File: src/rtl/rv_decode_pkg.sv
// Shared definitions for the RV32/RV64 IM decode stage: opcodes, op classes,
// the decoded payload record and the immediate extraction helpers.
package rv_decode_pkg;

    localparam int REGW = 5;
    localparam int IMMW = 64;

    localparam logic [6:0] OPC_LOAD      = 7'b0000011;
    localparam logic [6:0] OPC_OP_IMM    = 7'b0010011;
    localparam logic [6:0] OPC_AUIPC     = 7'b0010111;
    localparam logic [6:0] OPC_OP_IMM_32 = 7'b0011011;
    localparam logic [6:0] OPC_STORE     = 7'b0100011;
    localparam logic [6:0] OPC_OP        = 7'b0110011;
    localparam logic [6:0] OPC_LUI       = 7'b0110111;
    localparam logic [6:0] OPC_OP_32     = 7'b0111011;
    localparam logic [6:0] OPC_BRANCH    = 7'b1100011;
    localparam logic [6:0] OPC_JALR      = 7'b1100111;
    localparam logic [6:0] OPC_JAL       = 7'b1101111;

    localparam logic [6:0] F7_BASE = 7'b0000000;
    localparam logic [6:0] F7_ALT  = 7'b0100000;
    localparam logic [6:0] F7_MUL  = 7'b0000001;

    typedef enum logic [3:0] {
        OC_ALU     = 4'd0,
        OC_ALUIMM  = 4'd1,
        OC_LOAD    = 4'd2,
        OC_STORE   = 4'd3,
        OC_BRANCH  = 4'd4,
        OC_JAL     = 4'd5,
        OC_JALR    = 4'd6,
        OC_LUI     = 4'd7,
        OC_AUIPC   = 4'd8,
        OC_MULDIV  = 4'd9,
        OC_ILLEGAL = 4'd10
    } opclass_e;

    // Immediate is always carried at full 64 bits; narrower datapaths take the low XLEN bits,
    // which is still the correct sign extension.
    typedef struct packed {
        logic [REGW-1:0] rd;
        logic [REGW-1:0] rs1;
        logic [REGW-1:0] rs2;
        logic [IMMW-1:0] imm;
        opclass_e        opclass;
        logic [2:0]      funct3;
        logic [6:0]      funct7;
        logic            wb_en;
        logic            illegal;
    } decoded_t;

    function automatic logic [IMMW-1:0] imm_i(input logic [31:0] i);
        return {{52{i[31]}}, i[31:20]};
    endfunction

    function automatic logic [IMMW-1:0] imm_s(input logic [31:0] i);
        return {{52{i[31]}}, i[31:25], i[11:7]};
    endfunction

    function automatic logic [IMMW-1:0] imm_b(input logic [31:0] i);
        return {{51{i[31]}}, i[31], i[7], i[30:25], i[11:8], 1'b0};
    endfunction

    function automatic logic [IMMW-1:0] imm_u(input logic [31:0] i);
        return {{32{i[31]}}, i[31:12], 12'b0};
    endfunction

    function automatic logic [IMMW-1:0] imm_j(input logic [31:0] i);
        return {{43{i[31]}}, i[31], i[19:12], i[20], i[30:21], 1'b0};
    endfunction

endpackage

File: src/rtl/rv_decode_comb.sv
// Pure combinational RV32/RV64 IM instruction cracker: instruction word -> decoded_t.
// XLEN selects RV32 (W-forms, LD/SD/LWU and 6-bit shamts illegal) or RV64;
// M_EXT=0 makes every funct7=0000001 R-type encoding illegal.
module rv_decode_comb
    import rv_decode_pkg::*;
#(
    parameter int XLEN  = 64,
    parameter int M_EXT = 1
) (
    input  logic [31:0] i_instr,
    output decoded_t    o_dec
);

    localparam bit RV64  = (XLEN == 64);
    localparam bit HAS_M = (M_EXT != 0);

    logic [6:0]      w_opc;
    logic [2:0]      w_f3;
    logic [6:0]      w_f7;
    logic [REGW-1:0] w_rd;
    logic [REGW-1:0] w_rs1;
    logic [REGW-1:0] w_rs2;

    assign w_opc = i_instr[6:0];
    assign w_f3  = i_instr[14:12];
    assign w_f7  = i_instr[31:25];
    assign w_rd  = i_instr[11:7];
    assign w_rs1 = i_instr[19:15];
    assign w_rs2 = i_instr[24:20];

    logic     w_legal;
    logic     w_has_rd;
    opclass_e w_cls;

    // Crack opcode/funct fields into indices, immediate, class and legality.
    always_comb begin
        o_dec        = '0;
        o_dec.funct3 = w_f3;
        w_legal      = 1'b0;
        w_has_rd     = 1'b0;
        w_cls        = OC_ILLEGAL;
        case (w_opc)
            OPC_LUI, OPC_AUIPC: begin
                w_legal   = 1'b1;
                w_has_rd  = 1'b1;
                o_dec.rd  = w_rd;
                o_dec.imm = imm_u(i_instr);
                w_cls     = (w_opc == OPC_LUI) ? OC_LUI : OC_AUIPC;
            end
            OPC_JAL: begin
                w_legal   = 1'b1;
                w_has_rd  = 1'b1;
                o_dec.rd  = w_rd;
                o_dec.imm = imm_j(i_instr);
                w_cls     = OC_JAL;
            end
            OPC_JALR: begin
                w_legal   = (w_f3 == 3'b000);
                w_has_rd  = 1'b1;
                o_dec.rd  = w_rd;
                o_dec.rs1 = w_rs1;
                o_dec.imm = imm_i(i_instr);
                w_cls     = OC_JALR;
            end
            OPC_BRANCH: begin
                w_legal   = (w_f3 != 3'b010) && (w_f3 != 3'b011);
                o_dec.rs1 = w_rs1;
                o_dec.rs2 = w_rs2;
                o_dec.imm = imm_b(i_instr);
                w_cls     = OC_BRANCH;
            end
            OPC_LOAD: begin
                w_has_rd  = 1'b1;
                o_dec.rd  = w_rd;
                o_dec.rs1 = w_rs1;
                o_dec.imm = imm_i(i_instr);
                w_cls     = OC_LOAD;
                case (w_f3)
                    3'b000, 3'b001, 3'b010, 3'b100, 3'b101: w_legal = 1'b1;
                    3'b011, 3'b110:                         w_legal = RV64;
                    default:                                w_legal = 1'b0;
                endcase
            end
            OPC_STORE: begin
                o_dec.rs1 = w_rs1;
                o_dec.rs2 = w_rs2;
                o_dec.imm = imm_s(i_instr);
                w_cls     = OC_STORE;
                case (w_f3)
                    3'b000, 3'b001, 3'b010: w_legal = 1'b1;
                    3'b011:                 w_legal = RV64;
                    default:                w_legal = 1'b0;
                endcase
            end
            OPC_OP_IMM: begin
                w_has_rd  = 1'b1;
                o_dec.rd  = w_rd;
                o_dec.rs1 = w_rs1;
                w_cls     = OC_ALUIMM;
                o_dec.imm = imm_i(i_instr);
                w_legal   = 1'b1;
                if (w_f3 == 3'b001 || w_f3 == 3'b101) begin
                    // Shift-immediate: shamt width follows XLEN, upper bits select SRL/SRA
                    o_dec.imm = RV64 ? {58'b0, i_instr[25:20]} : {59'b0, i_instr[24:20]};
                    if (RV64) begin
                        w_legal = (i_instr[31:26] == 6'b000000) ||
                                  ((w_f3 == 3'b101) && (i_instr[31:26] == 6'b010000));
                    end else begin
                        w_legal = (w_f7 == F7_BASE) ||
                                  ((w_f3 == 3'b101) && (w_f7 == F7_ALT));
                    end
                end else begin
                    w_legal = 1'b1;
                end
            end
            OPC_OP_IMM_32: begin
                w_has_rd  = 1'b1;
                o_dec.rd  = w_rd;
                o_dec.rs1 = w_rs1;
                w_cls     = OC_ALUIMM;
                case (w_f3)
                    3'b000: begin
                        o_dec.imm = imm_i(i_instr);
                        w_legal   = RV64;
                    end
                    3'b001: begin
                        o_dec.imm = {59'b0, i_instr[24:20]};
                        w_legal   = RV64 && (w_f7 == F7_BASE);
                    end
                    3'b101: begin
                        o_dec.imm = {59'b0, i_instr[24:20]};
                        w_legal   = RV64 && ((w_f7 == F7_BASE) || (w_f7 == F7_ALT));
                    end
                    default: w_legal = 1'b0;
                endcase
            end
            OPC_OP, OPC_OP_32: begin
                w_has_rd     = 1'b1;
                o_dec.rd     = w_rd;
                o_dec.rs1    = w_rs1;
                o_dec.rs2    = w_rs2;
                o_dec.funct7 = w_f7;
                w_cls        = OC_ALU;
                case (w_f7)
                    F7_BASE: w_legal = (w_opc == OPC_OP) ||
                                       (w_f3 == 3'b000) || (w_f3 == 3'b001) || (w_f3 == 3'b101);
                    F7_ALT:  w_legal = (w_f3 == 3'b000) || (w_f3 == 3'b101);
                    F7_MUL: begin
                        w_cls   = OC_MULDIV;
                        w_legal = HAS_M && ((w_opc == OPC_OP) ||
                                  (w_f3 == 3'b000) || (w_f3[2] == 1'b1));
                    end
                    default: w_legal = 1'b0;
                endcase
                // Word forms only exist on RV64
                if (w_opc == OPC_OP_32) begin
                    w_legal = w_legal && RV64;
                end else begin
                    w_legal = w_legal;
                end
            end
            default: begin
                w_legal = 1'b0;
            end
        endcase
        o_dec.opclass = w_legal ? w_cls : OC_ILLEGAL;
        o_dec.illegal = ~w_legal;
        o_dec.wb_en   = w_legal && w_has_rd && (w_rd != 5'd0);
    end

endmodule

File: src/rtl/decode_stage.sv
// Registered RV32/RV64 IM decode stage with a 2-entry FIFO between fetch and execute.
// Optional feature: define DECODE_TRACE_EN to print a one-line trace of every popped entry.
module decode_stage
    import rv_decode_pkg::*;
#(
    parameter int XLEN    = 64,
    parameter int INSTRSZ = 32,
    parameter int REGBITS = 5,
    parameter int M_EXT   = 1
) (
    input  logic               clk,
    input  logic               rst_n,
    input  logic               flush,
    input  logic               in_valid,
    output logic               in_ready,
    input  logic [INSTRSZ-1:0] in_instr,
    input  logic [XLEN-1:0]    in_pc,
    output logic               out_valid,
    input  logic               out_ready,
    output logic [XLEN-1:0]    out_pc,
    output logic [REGBITS-1:0] out_rd,
    output logic [REGBITS-1:0] out_rs1,
    output logic [REGBITS-1:0] out_rs2,
    output logic [XLEN-1:0]    out_imm,
    output logic [3:0]         out_opclass,
    output logic [2:0]         out_funct3,
    output logic [6:0]         out_funct7,
    output logic               out_wb_en,
    output logic               out_illegal
);

    decoded_t w_dec;

    rv_decode_comb #(
        .XLEN  (XLEN),
        .M_EXT (M_EXT)
    ) u_comb (
        .i_instr (in_instr),
        .o_dec   (w_dec)
    );

    decoded_t        r_slot [2];
    logic [XLEN-1:0] r_pc   [2];
    logic            r_wr_ptr;
    logic            r_rd_ptr;
    logic [1:0]      r_count;
    logic            r_in_ready;

    logic       w_push;
    logic       w_pop;
    logic       w_valid;
    logic [1:0] w_count_nxt;

    assign w_valid = (r_count != 2'd0);
    assign w_push  = in_valid & r_in_ready;
    assign w_pop   = w_valid & out_ready;

    // Next occupancy: flush empties the FIFO and overrides any push/pop this cycle.
    always_comb begin
        w_count_nxt = r_count;
        if (flush) begin
            w_count_nxt = 2'd0;
        end else begin
            case ({w_push, w_pop})
                2'b10:   w_count_nxt = r_count + 2'd1;
                2'b01:   w_count_nxt = r_count - 2'd1;
                default: w_count_nxt = r_count;
            endcase
        end
    end

    // Pointer, count and registered in_ready bookkeeping.
    always_ff @(posedge clk or negedge rst_n) begin
        if (!rst_n) begin
            r_wr_ptr   <= 1'b0;
            r_rd_ptr   <= 1'b0;
            r_count    <= 2'd0;
            r_in_ready <= 1'b0;
        end else if (flush) begin
            r_wr_ptr   <= 1'b0;
            r_rd_ptr   <= 1'b0;
            r_count    <= 2'd0;
            r_in_ready <= 1'b1;
        end else begin
            r_wr_ptr   <= r_wr_ptr ^ w_push;
            r_rd_ptr   <= r_rd_ptr ^ w_pop;
            r_count    <= w_count_nxt;
            r_in_ready <= (w_count_nxt != 2'd2);
        end
    end

    // Slot storage: only the write slot is updated, so a held head entry never changes.
    always_ff @(posedge clk or negedge rst_n) begin
        if (!rst_n) begin
            r_slot[0] <= '0;
            r_slot[1] <= '0;
            r_pc[0]   <= '0;
            r_pc[1]   <= '0;
        end else if (w_push && !flush) begin
            r_slot[r_wr_ptr] <= w_dec;
            r_pc[r_wr_ptr]   <= in_pc;
        end
    end

    decoded_t        w_head;
    logic [XLEN-1:0] w_head_pc;

    assign w_head    = r_slot[r_rd_ptr];
    assign w_head_pc = r_pc[r_rd_ptr];

    // Payload is forced to zero whenever the FIFO is empty (including during reset).
    assign in_ready    = r_in_ready;
    assign out_valid   = w_valid;
    assign out_pc      = w_valid ? w_head_pc : '0;
    assign out_rd      = w_valid ? w_head.rd[REGBITS-1:0]  : '0;
    assign out_rs1     = w_valid ? w_head.rs1[REGBITS-1:0] : '0;
    assign out_rs2     = w_valid ? w_head.rs2[REGBITS-1:0] : '0;
    assign out_imm     = w_valid ? w_head.imm[XLEN-1:0]    : '0;
    assign out_opclass = w_valid ? w_head.opclass          : 4'd0;
    assign out_funct3  = w_valid ? w_head.funct3           : 3'd0;
    assign out_funct7  = w_valid ? w_head.funct7           : 7'd0;
    assign out_wb_en   = w_valid ? w_head.wb_en            : 1'b0;
    assign out_illegal = w_valid ? w_head.illegal          : 1'b0;

`ifdef DECODE_TRACE_EN
    function automatic string mnem(input decoded_t d);
        case (d.opclass)
            OC_LUI:    return "LUI";
            OC_AUIPC:  return "AUIPC";
            OC_JAL:    return "JAL";
            OC_JALR:   return "JALR";
            OC_BRANCH: return "BRANCH";
            OC_LOAD:   return "LOAD";
            OC_STORE:  return "STORE";
            OC_MULDIV: return "MULDIV";
            OC_ALUIMM: begin
                case (d.funct3)
                    3'b000:  return "ADDI";
                    3'b001:  return "SLLI";
                    3'b010:  return "SLTI";
                    3'b011:  return "SLTIU";
                    3'b100:  return "XORI";
                    3'b101:  return "SRXI";
                    3'b110:  return "ORI";
                    default: return "ANDI";
                endcase
            end
            OC_ALU: begin
                case (d.funct3)
                    3'b000:  return d.funct7[5] ? "SUB" : "ADD";
                    3'b001:  return "SLL";
                    3'b010:  return "SLT";
                    3'b011:  return "SLTU";
                    3'b100:  return "XOR";
                    3'b101:  return d.funct7[5] ? "SRA" : "SRL";
                    3'b110:  return "OR";
                    default: return "AND";
                endcase
            end
            default:   return "ILLEGAL";
        endcase
    endfunction

    // Trace every entry handed to execute; beats dropped by a flush are not reported.
    always_ff @(posedge clk) begin
        if (rst_n && w_pop && !flush) begin
            $display("pc=%h %s x%0d,x%0d,x%0d,%h", w_head_pc, mnem(w_head),
                     w_head.rd, w_head.rs1, w_head.rs2, w_head.imm[XLEN-1:0]);
        end
    end
`endif

endmodule

File: config.mk
export PLATFORM = sky130hd
export DESIGN_NAME = decode_stage
export DESIGN_NICKNAME = d
export VERILOG_FILES = /design/src/rtl/rv_decode_pkg.sv /design/src/rtl/rv_decode_comb.sv /design/src/rtl/decode_stage.sv
export SDC_FILE = /design/constraint.sdc
export NUM_CORES = 1
export LEC_CHECK = 0
export BUFFER_PORTS_ARGS = -buffer_cell sky130_fd_sc_hd__buf_2
export CELL_PAD_IN_SITES_DETAIL_PLACEMENT = 0
export CELL_PAD_IN_SITES_GLOBAL_PLACEMENT = 2
export CORE_ASPECT_RATIO = 2
export CORE_MARGIN = 3
export CORE_UTILIZATION = 32
export CTS_CLUSTER_DIAMETER = 40
export DETAILED_ROUTE_END_ITERATION = 8
export GPL_TIMING_DRIVEN = 1
export PLACE_DENSITY_LB_ADDON = 0.25
export SLEW_MARGIN = 20
export SYNTH_ARGS = -nofsm -noshare
export SYNTH_HDL_FRONTEND = slang
export SYNTH_SLANG_ARGS = --single-unit
File: constraint.sdc
create_clock -name clk -period 2.8 [get_ports clk]
set_input_delay 0 -clock clk [delete_from_list [all_inputs] [get_ports clk]]
set_output_delay 0 -clock clk [all_outputs]
set_load 0.02 [all_outputs]
# == Yosys cells after proc, flatten, opt, wreduce, memory -nomap -nowiden ==
# Cells that the tools add are included.
# word_totals
ff_bits,323
inputBits,101
word_cells,138
# op_classes
n_addsub,2
order_cmp,3
n_eq_ne,25
n_mux,46
bitwise_logic,7
n_reduce_logical,31
# ops
op,count
64-bit two-way mux,7
64-bit case mux with 7 select lines,1
95-bit two-way mux,4
190-bit bitwise mux,1
128-bit bitwise mux,1
64-bit case mux with 2 select lines,1
95-bit demux with 1-bit select,1
64-bit demux with 1-bit select,1
"7-bit by 6-bit equality test with 1-bit output, second input constant",5
4-bit case mux with 8 select lines,1
5-bit two-way mux,6
"7-bit by 5-bit equality test with 1-bit output, second input constant",3
"7-bit equality test, second input constant",3
4-bit two-way mux,4
7-bit two-way mux,2
2-bit OR reduction,5
"3-bit equality test, second input constant",3
1-bit two-way mux,9
9-bit OR reduction,1
1-bit logical OR,8
1-bit case mux with 8 select lines,1
4-bit OR reduction,2
8-bit OR reduction,1
"7-bit by 1-bit equality test with 1-bit output, second input constant",1
other kinds (29),42

# == Logic depth before layout (Yosys ltp) ==
# Gate-level depths: netlist (run 1).
# depth
depth_word,9
ltp_mapped,9

# == Modules after synthesis ==
# A second synthesis (run 1) with hierarchy kept.
# unflattened
cells_unflattened,1250
hier_area_um2,15796.4
# by_module_without_submodules
module,instances,cells_per_inst,area_per_inst_um2,seq_area_each_um2
decode_stage,1,1052,14408.8,8082.8
rv_decode_comb,1,198,1387.6,0.0

# == Worst setup path before layout (run 1) ==
# Ideal clock, no wire load.
# synth_path
path_kind,reg-to-output
from,register r_rd_ptr
to,output port out_imm[32]
t_arrival_ps,2788
required_ps,2800
path_slack_ps,12
path_stages_with_launch,6
path_buffers,3
path_cell_list,dfrtp_1 -> clkbuf_1 -> clkbuf_1 -> mux2i_1 -> nor2_1 -> buf_4
# synth_via
elab_chain_len,5
# synth_rtl
element,line,source
start: declaration,decode_stage.sv:45,logic r_rd_ptr;
start signal: assignment,decode_stage.sv:86,r_rd_ptr <= r_rd_ptr ^ w_pop;
1-bit NOT with 2-bit output (not written as such),decode_stage.sv:108,assign w_head = r_slot[r_rd_ptr];
95-bit two-way mux (not written as such) (3 in a row),decode_stage.sv:108,
64-bit two-way mux,decode_stage.sv:118,assign out_imm = w_valid ? w_head.imm[XLEN-1:0] : '0;
end: declaration,decode_stage.sv:24,"output logic [XLEN-1:0] out_imm,"
# Every way passes these cells. The select of a mux whose other input is x is not followed.

# == Final worst setup path (run 1) ==
# layout_path
from,register r_rd_ptr
to,output port out_opclass[0]
# layout_via
elab_chain_len,5
# layout_rtl
element,line,source
1-bit NOT with 2-bit output (not written as such),decode_stage.sv:108,
95-bit two-way mux (not written as such) (3 in a row),decode_stage.sv:108,
4-bit two-way mux,decode_stage.sv:119,assign out_opclass = w_valid ? w_head.opclass : 4'd0;
end: declaration,decode_stage.sv:25,"output logic [3:0] out_opclass,"
# Every way passes these cells. The select of a mux whose other input is x is not followed.

==> results of run 1 <==
==> layer usage <==
metal	wire length, um	up-vias	part of all wire	global-route usage
met5	0	-	0	0
met4	1380	0	0.034	0.0678
met3	1900	58	0.047	0.0273
met2	21500	298	0.54	0.369
met1	15400	5102	0.38	0.218
li1	-	5247	-	-
==> worst paths after layout <==
path,from,endpoint,slack (ns),cells after the start
worst max register to register,in_ready$_DFF_PN0_,r_slot[38]$_DFFE_PN0P_,0.88,5
worst max-delay path,r_rd_ptr$_DFF_PN0_,out_opclass[0],0.43,5
min in group clk,in_instr[4],r_slot[2]$_DFFE_PN0P_,0.06,4
worst min-delay path,rst_n,r_slot[86]$_DFFE_PN0P_,0.04,2
max in group asynchronous,rst_n,r_pc[7]$_DFFE_PN0P_,1.88,3
worst min register to register,r_pc[107]$_DFFE_PN0P_,r_pc[107]$_DFFE_PN0P_,0.47,2
==> synth_stat cells, types with 2 or more instances <==
cell	count
a21oi_1	42
a21o_1	2
o21a_1	2
a22oi_1	5
a31oi_1	5
or3_1	4
nand3_1	3
nand2_1	538
buf_4	33
buf_6	3
nor4_1	4
inv_1	7
a21boi_0	2
and2_1	4
and3_4	2
and3_1	3
a32oi_1	2
dfrtp_1	259
buf_2	5
o21ai_0	100
nor3_1	5
nand2b_1	2
o22ai_1	2
buf_1	6
o21ai_1	2
a32o_1	2
nor2_1	172
clkbuf_1	80
o31ai_1	6
nand3b_1	2
xor2_1	2
xnor2_1	2
mux2i_1	127
==> sequential cells by signal (all words and copies together), names as in the netlist <==
signal    count
r_count       2
in_ready      1
r_slot      126
r_rd_ptr      1
r_wr_ptr      1
r_pc        128
==> area by class of cell <==
cell class / instances / share of cell area
clock buffer: 34 / 0.0476
clock inverter: 14 / 0.0132
inverter: 7 / 0.00164
multi-input combinational: 1062 / 0.329
sequential: 259 / 0.404
tap: 515 / 0.0401
timing repair buffer: 386 / 0.165
==> worst max-delay path, stage by stage, from the launching register on <==
cell	delay (ns)
dfrtp_4	0.77
buf_12	0.28
buf_4	0.23
mux2i_1	0.26
nor2_1	0.06
buf_2	0.19
==> cell families after synthesis <==
logic type,after synthesis,share of synthesized area
and+or+nand+nor,751,0.238
DFF,259,0.523
AOI/OAI and AO/OA,179,0.0801
buffers and inverters,134,0.0529
muxes,127,0.103
xor gates and xnor gates,4,0.00283
adders and majority gates,1,0.00101
==> power by group through the flow <==
stage	clock (mW)	sequential, mW	combinational, mW
3_3_place_gp	0	5.65	5.38
4_1_cts	4.06	5.63	5.54
2_1_floorplan	0	5.44	3.66
3_5_place_dp	0	5.70	5.41
5_1_grt	4.19	5.78	6.00
6_report	3.92	5.62	5.37
==> through the flow <==
stage / cell area [um^2] / power [mW] / setup slack, ns / cells
2_1_floorplan: 12400 / 9.10 / 0.0118 / 1455
3_3_place_gp: 14100 / 11.0 / 0.807 / 2133
3_5_place_dp: 14100 / 11.1 / 0.752 / 2133
4_1_cts: 16100 / 15.2 / 0.364 / 2277
5_1_grt: 16100 / 16.0 / 0.319 / 2277
6_report: 16100 / 14.9 / 0.426 / 2277
==> impl_metrics.env, run 1 <==
export IMPL_cts_setup_buffers=0
export IMPL_synth_seq_cells=259
export IMPL_area_growth_pct=29.6
export IMPL_grt_overflow=0
export IMPL_timing_setup_tns_ns=0
export IMPL_hold_buffers=96
export IMPL_synthFlopType="dfrtp_1"
export IMPL_finalSetupViolCount=0
export IMPL_grt_max_degree=128
export IMPL_slew_headroom=0.345
export IMPL_fin_util=0.421
export IMPL_hold_viol=0
export IMPL_cts_resized=0
export IMPL_final_nets=1846
export IMPL_grt_pass1_wl_um=64000
export IMPL_dieArea_um2=41300
export IMPL_synth_edf_count=0
export IMPL_p_clk_frac=0.263
export IMPL_antenna_cells=0
export IMPL_ys_warn_count=0
export IMPL_n_fill_cell=3994
export IMPL_mostFrequentLayoutCell="nand2_1"
export IMPL_multi_input_area_um2=5290
export IMPL_p_switching_mw=5.70
export IMPL_drc=0
export IMPL_antenna_found_initial=0
export IMPL_power_frac_comb=0.360
export IMPL_ys_seq_area_frac=0.523
export IMPL_final_max_slew_violation_count=0
export IMPL_drt_initial_drc_count=487
export IMPL_syn_inst=1455
export IMPL_syn_num_nets=1557
export IMPL_port_buffers=261
export IMPL_ctsRootBufferMaster="clkbuf_16"
export IMPL_synthesis_area_um2=12400
export IMPL_vias=10705
export IMPL_insertion_delay_ns=0.55
export IMPL_postSynthAreaPerCell_um2=8.52
export IMPL_cts_htree_levels=1
export IMPL_wl_per_cell_um=17.6
export IMPL_setup_worst_path_end_class="output pin"
export IMPL_start_util=0.325
export IMPL_clockBufferDepth=3
export IMPL_grt_use_total=0.193
export IMPL_cts_sinks=259
export IMPL_p_seq_frac=0.377
export IMPL_hold_path_class="input port to asynchronous set/reset pin"
export IMPL_num_io_pins=262
export IMPL_pwr_density_cell_nw_per_um2=928
export IMPL_viasPerCell=4.70
export IMPL_post_synth_num_cell_types=53
export IMPL_final_cell_mix="537 x nand2_1, 260 x buf_2, 258 x dfrtp_1"
export IMPL_hold_slack_ns=0.0385
export IMPL_fin_skew_ns=0.0201
export IMPL_worstPathMaxFanout=24
export IMPL_drv_cap=0
export IMPL_cts_buffers=28
export IMPL_critPathKind="register to output pin"
export IMPL_status="finished, final reports clean"
export IMPL_synth_async_reset_ratio=1.00
export IMPL_wl_um=40200
export IMPL_required_ns=2.80
export IMPL_core_um2=38200
export IMPL_fmax_mhz=421
export IMPL_drt_pass1_iter_count=7
export IMPL_switching_share=0.382
export IMPL_seqCellArea_um2=6480
export IMPL_internal_power_mw=9.21
export IMPL_startpoint_type="register"
export IMPL_ys_top_cells_by_area="dfrtp_1 52%, nand2_1 16%, mux2i_1 10%"
export IMPL_clkTransAtPathRegs_ns=0.07
export IMPL_period_share=0.848
export IMPL_fin_crit_ns=2.37
export IMPL_tightest_slew_ns=0.983
export IMPL_yosys_area_top_type="dfrtp_1"
export IMPL_gp_congestion=0.803
export IMPL_p_leak_nw=7.86
export IMPL_first_global_vias=11245
export IMPL_ant_nets=0
export IMPL_die_h_um=284
export IMPL_rsz0062_at_grt="no"
export IMPL_dpl_hpwl_um=26800
export IMPL_cts_tree="built"
export IMPL_num_rows=101
export IMPL_die_w_um=145
export IMPL_synth_top_area_frac=0.523
export IMPL_cp_arrival_ns=2.37
export IMPL_layout_drive_gt1_share=0.199
export IMPL_ir_worst_vdd_mv=0.860
Note: power is estimated with default switching activity, not from simulation.
==> run 2: changes to the inputs <==
--- a/config.mk
+++ b/config.mk
@@ -10,7 +10,7 @@
 export CELL_PAD_IN_SITES_GLOBAL_PLACEMENT = 2
 export CORE_ASPECT_RATIO = 2
 export CORE_MARGIN = 3
-export CORE_UTILIZATION = 32
+export CORE_UTILIZATION = 29
 export CTS_CLUSTER_DIAMETER = 40
 export DETAILED_ROUTE_END_ITERATION = 8
 export GPL_TIMING_DRIVEN = 1
==> constraint.sdc (replaced) <==
create_clock -name clk -period 2 [get_ports clk]
set_input_delay 0 -clock clk [delete_from_list [all_inputs] [get_ports clk]]
set_output_delay 0 -clock clk [all_outputs]
set_load 0.02 [all_outputs]
==> impl_metrics.env, run 2 (same netlist as run 1, synthesis figures left out) <==
export IMPL_vias=10948
export IMPL_fin_skew_ns=0.0155
export IMPL_required_ns=2.00
export IMPL_dieArea_um2=45400
export IMPL_insertion_delay_ns=0.56
export IMPL_finalSetupViolCount=2
export IMPL_worstPathMaxFanout=6
export IMPL_port_buffers=261
export IMPL_hold_path_class="input port to asynchronous set/reset pin"
export IMPL_top_regs="r_pc x128, r_slot x126, r_count x2"
export IMPL_stdcell_count=2351
export IMPL_hold_slack_ns=0.0120
export IMPL_dpl_hpwl_um=28900
export IMPL_ctsRootBufferMaster="clkbuf_16"
export IMPL_die_h_um=298
export IMPL_finalPower_mw=22.1
export IMPL_setup_worst_path_end_class="output pin"
export IMPL_gp_congestion=0.861
export IMPL_status="complete, but fails checks"
export IMPL_area_growth_pct=35.8
export IMPL_placed_cells=2181
export IMPL_cts_tree="built"
export IMPL_grt_use_total=0.186
export IMPL_clkTransAtPathRegs_ns=0.06
export IMPL_cp_arrival_ns=2.01
export IMPL_final_cell_mix="537 x nand2_1, 257 x dfrtp_1, 237 x buf_2"
export IMPL_timing_critical_path_buf_inv=4
export IMPL_r2r_start="r_count[0]$_DFF_PN0_"
export IMPL_n_fill_cell=4295
export IMPL_wl_per_cell_um=18.6
export IMPL_viasPerCell=4.66
export IMPL_cts_sinks=259
export IMPL_grt_max_degree=72
export IMPL_violations="negative setup slack"
export IMPL_hold_viol=0
export IMPL_drc=0
export IMPL_cp_common_cell="buf_4"
export IMPL_slew_headroom=0.557
export IMPL_final_nets=1890
export IMPL_rsz0062_at_grt="yes"
export IMPL_startpoint_type="register"
export IMPL_core_um2=42000
export IMPL_num_rows=106
export IMPL_ir_worst_vdd_mv=0.757
export IMPL_period_share=1.01
export IMPL_drv_cap=0
export IMPL_path_cells="buf_4 -> buf_4 -> buf_4 -> mux2i_1 -> nor2_1 -> buf_4"
export IMPL_reg2reg_setup_slack_ns=0.10
export IMPL_grt_pass1_wl_um=67100
export IMPL_antenna_found_initial=1
export IMPL_p_leak_nw=8.16
export IMPL_pwr_density_cell_nw_per_um2=1310
export IMPL_rr_worst_depth=9
export IMPL_cp_top_family="buffers and inverters"
export IMPL_cts_htree_levels=1
export IMPL_place_area_um2=14400
export IMPL_mostFrequentLayoutCell="nand2_1"
export IMPL_drt_initial_drc_count=410
export IMPL_tightest_slew_ns=0.664
export IMPL_final_max_slew_violation_count=0
export IMPL_drt_pass1_iter_count=5
export IMPL_critPathKind="register to output pin"
export IMPL_cts_buffers=30
export IMPL_largest_reg_flops=128
export IMPL_start_util=0.295
export IMPL_slowest_stage="dfrtp_4"
export IMPL_fmax_mhz=497
export IMPL_fin_area_um2=16800
export IMPL_fin_ws_ns=-0.0133
export IMPL_max_stage_delay_ns=0.48
export IMPL_reg2reg_to="in_ready$_DFF_PN0_"
export IMPL_layout_drive_gt1_share=0.226
export IMPL_placement_setup_worst_slack_ns=0.0628
export IMPL_die_w_um=152
export IMPL_grt_overflow=0
export IMPL_num_io_pins=262
export IMPL_crit_cells=6
export IMPL_crit_end="out_funct7[0]"
export IMPL_cp_startpoint="r_rd_ptr$_DFF_PN0_"
export IMPL_regMostFlops="r_pc"
export IMPL_wl_um=43800
export IMPL_clockBufferDepth=3
export IMPL_fin_crit_ns=2.01
export IMPL_ant_nets=0
export IMPL_first_global_vias=11392
[run 2: cell type report]
class | instances | area (um^2) | area share
inverters | 7 | 26.3 | 0.00156
repair buffers | 427 | 3230 | 0.192
clock inverters | 13 | 164 | 0.00974
well taps | 540 | 676 | 0.0401
clock buffers | 41 | 853 | 0.0507
multi-input cells | 1063 | 5400 | 0.320
flip-flops and latches | 259 | 6490 | 0.385
diodes | 1 | 2.50 | 0.000149
[run 2: worst min-delay path by stage]
stage,to
6_report,r_slot[86]$_DFFE_PN0P_
5_1_grt,r_slot[86]$_DFFE_PN0P_
3_3_place_gp,r_slot[86]$_DFFE_PN0P_
2_1_floorplan,in_ready$_DFF_PN0_
3_5_place_dp,r_slot[86]$_DFFE_PN0P_
4_1_cts,r_slot[86]$_DFFE_PN0P_
[run 2: timing repair]
action,CTS,global route
hold buffers,99,0
setup buffers,8,2
cloned,4,2
pin swaps,3,11
gates resized for setup,34,20
endpoints found under the setup margin,159,138
endpoints found under the hold margin,510,0
[run 2: through the flow]
step                 util  setup TNS (ns)
global placement    0.343               0
floorplan               -               0
finish              0.400         -0.0142
global route        0.400           -2.88
detailed placement  0.343               0
CTS                 0.398          -0.959
[run 2: routing by layer]
| layer | routed length, um | global-route usage |
|---|---|---|
| met5 | 0 | 0 |
| met4 | 1510 | 0.0673 |
| met3 | 1820 | 0.0251 |
| met2 | 23500 | 0.354 |
| met1 | 17000 | 0.208 |
[run 2: power by group]
| group | total, mW | internal (mW) | switching [mW] |
|---|---|---|---|
| Sequential | 7.79 | 6.90 | 0.885 |
| Clock | 5.66 | 3.38 | 2.28 |
| Combinational | 8.65 | 3.34 | 5.30 |
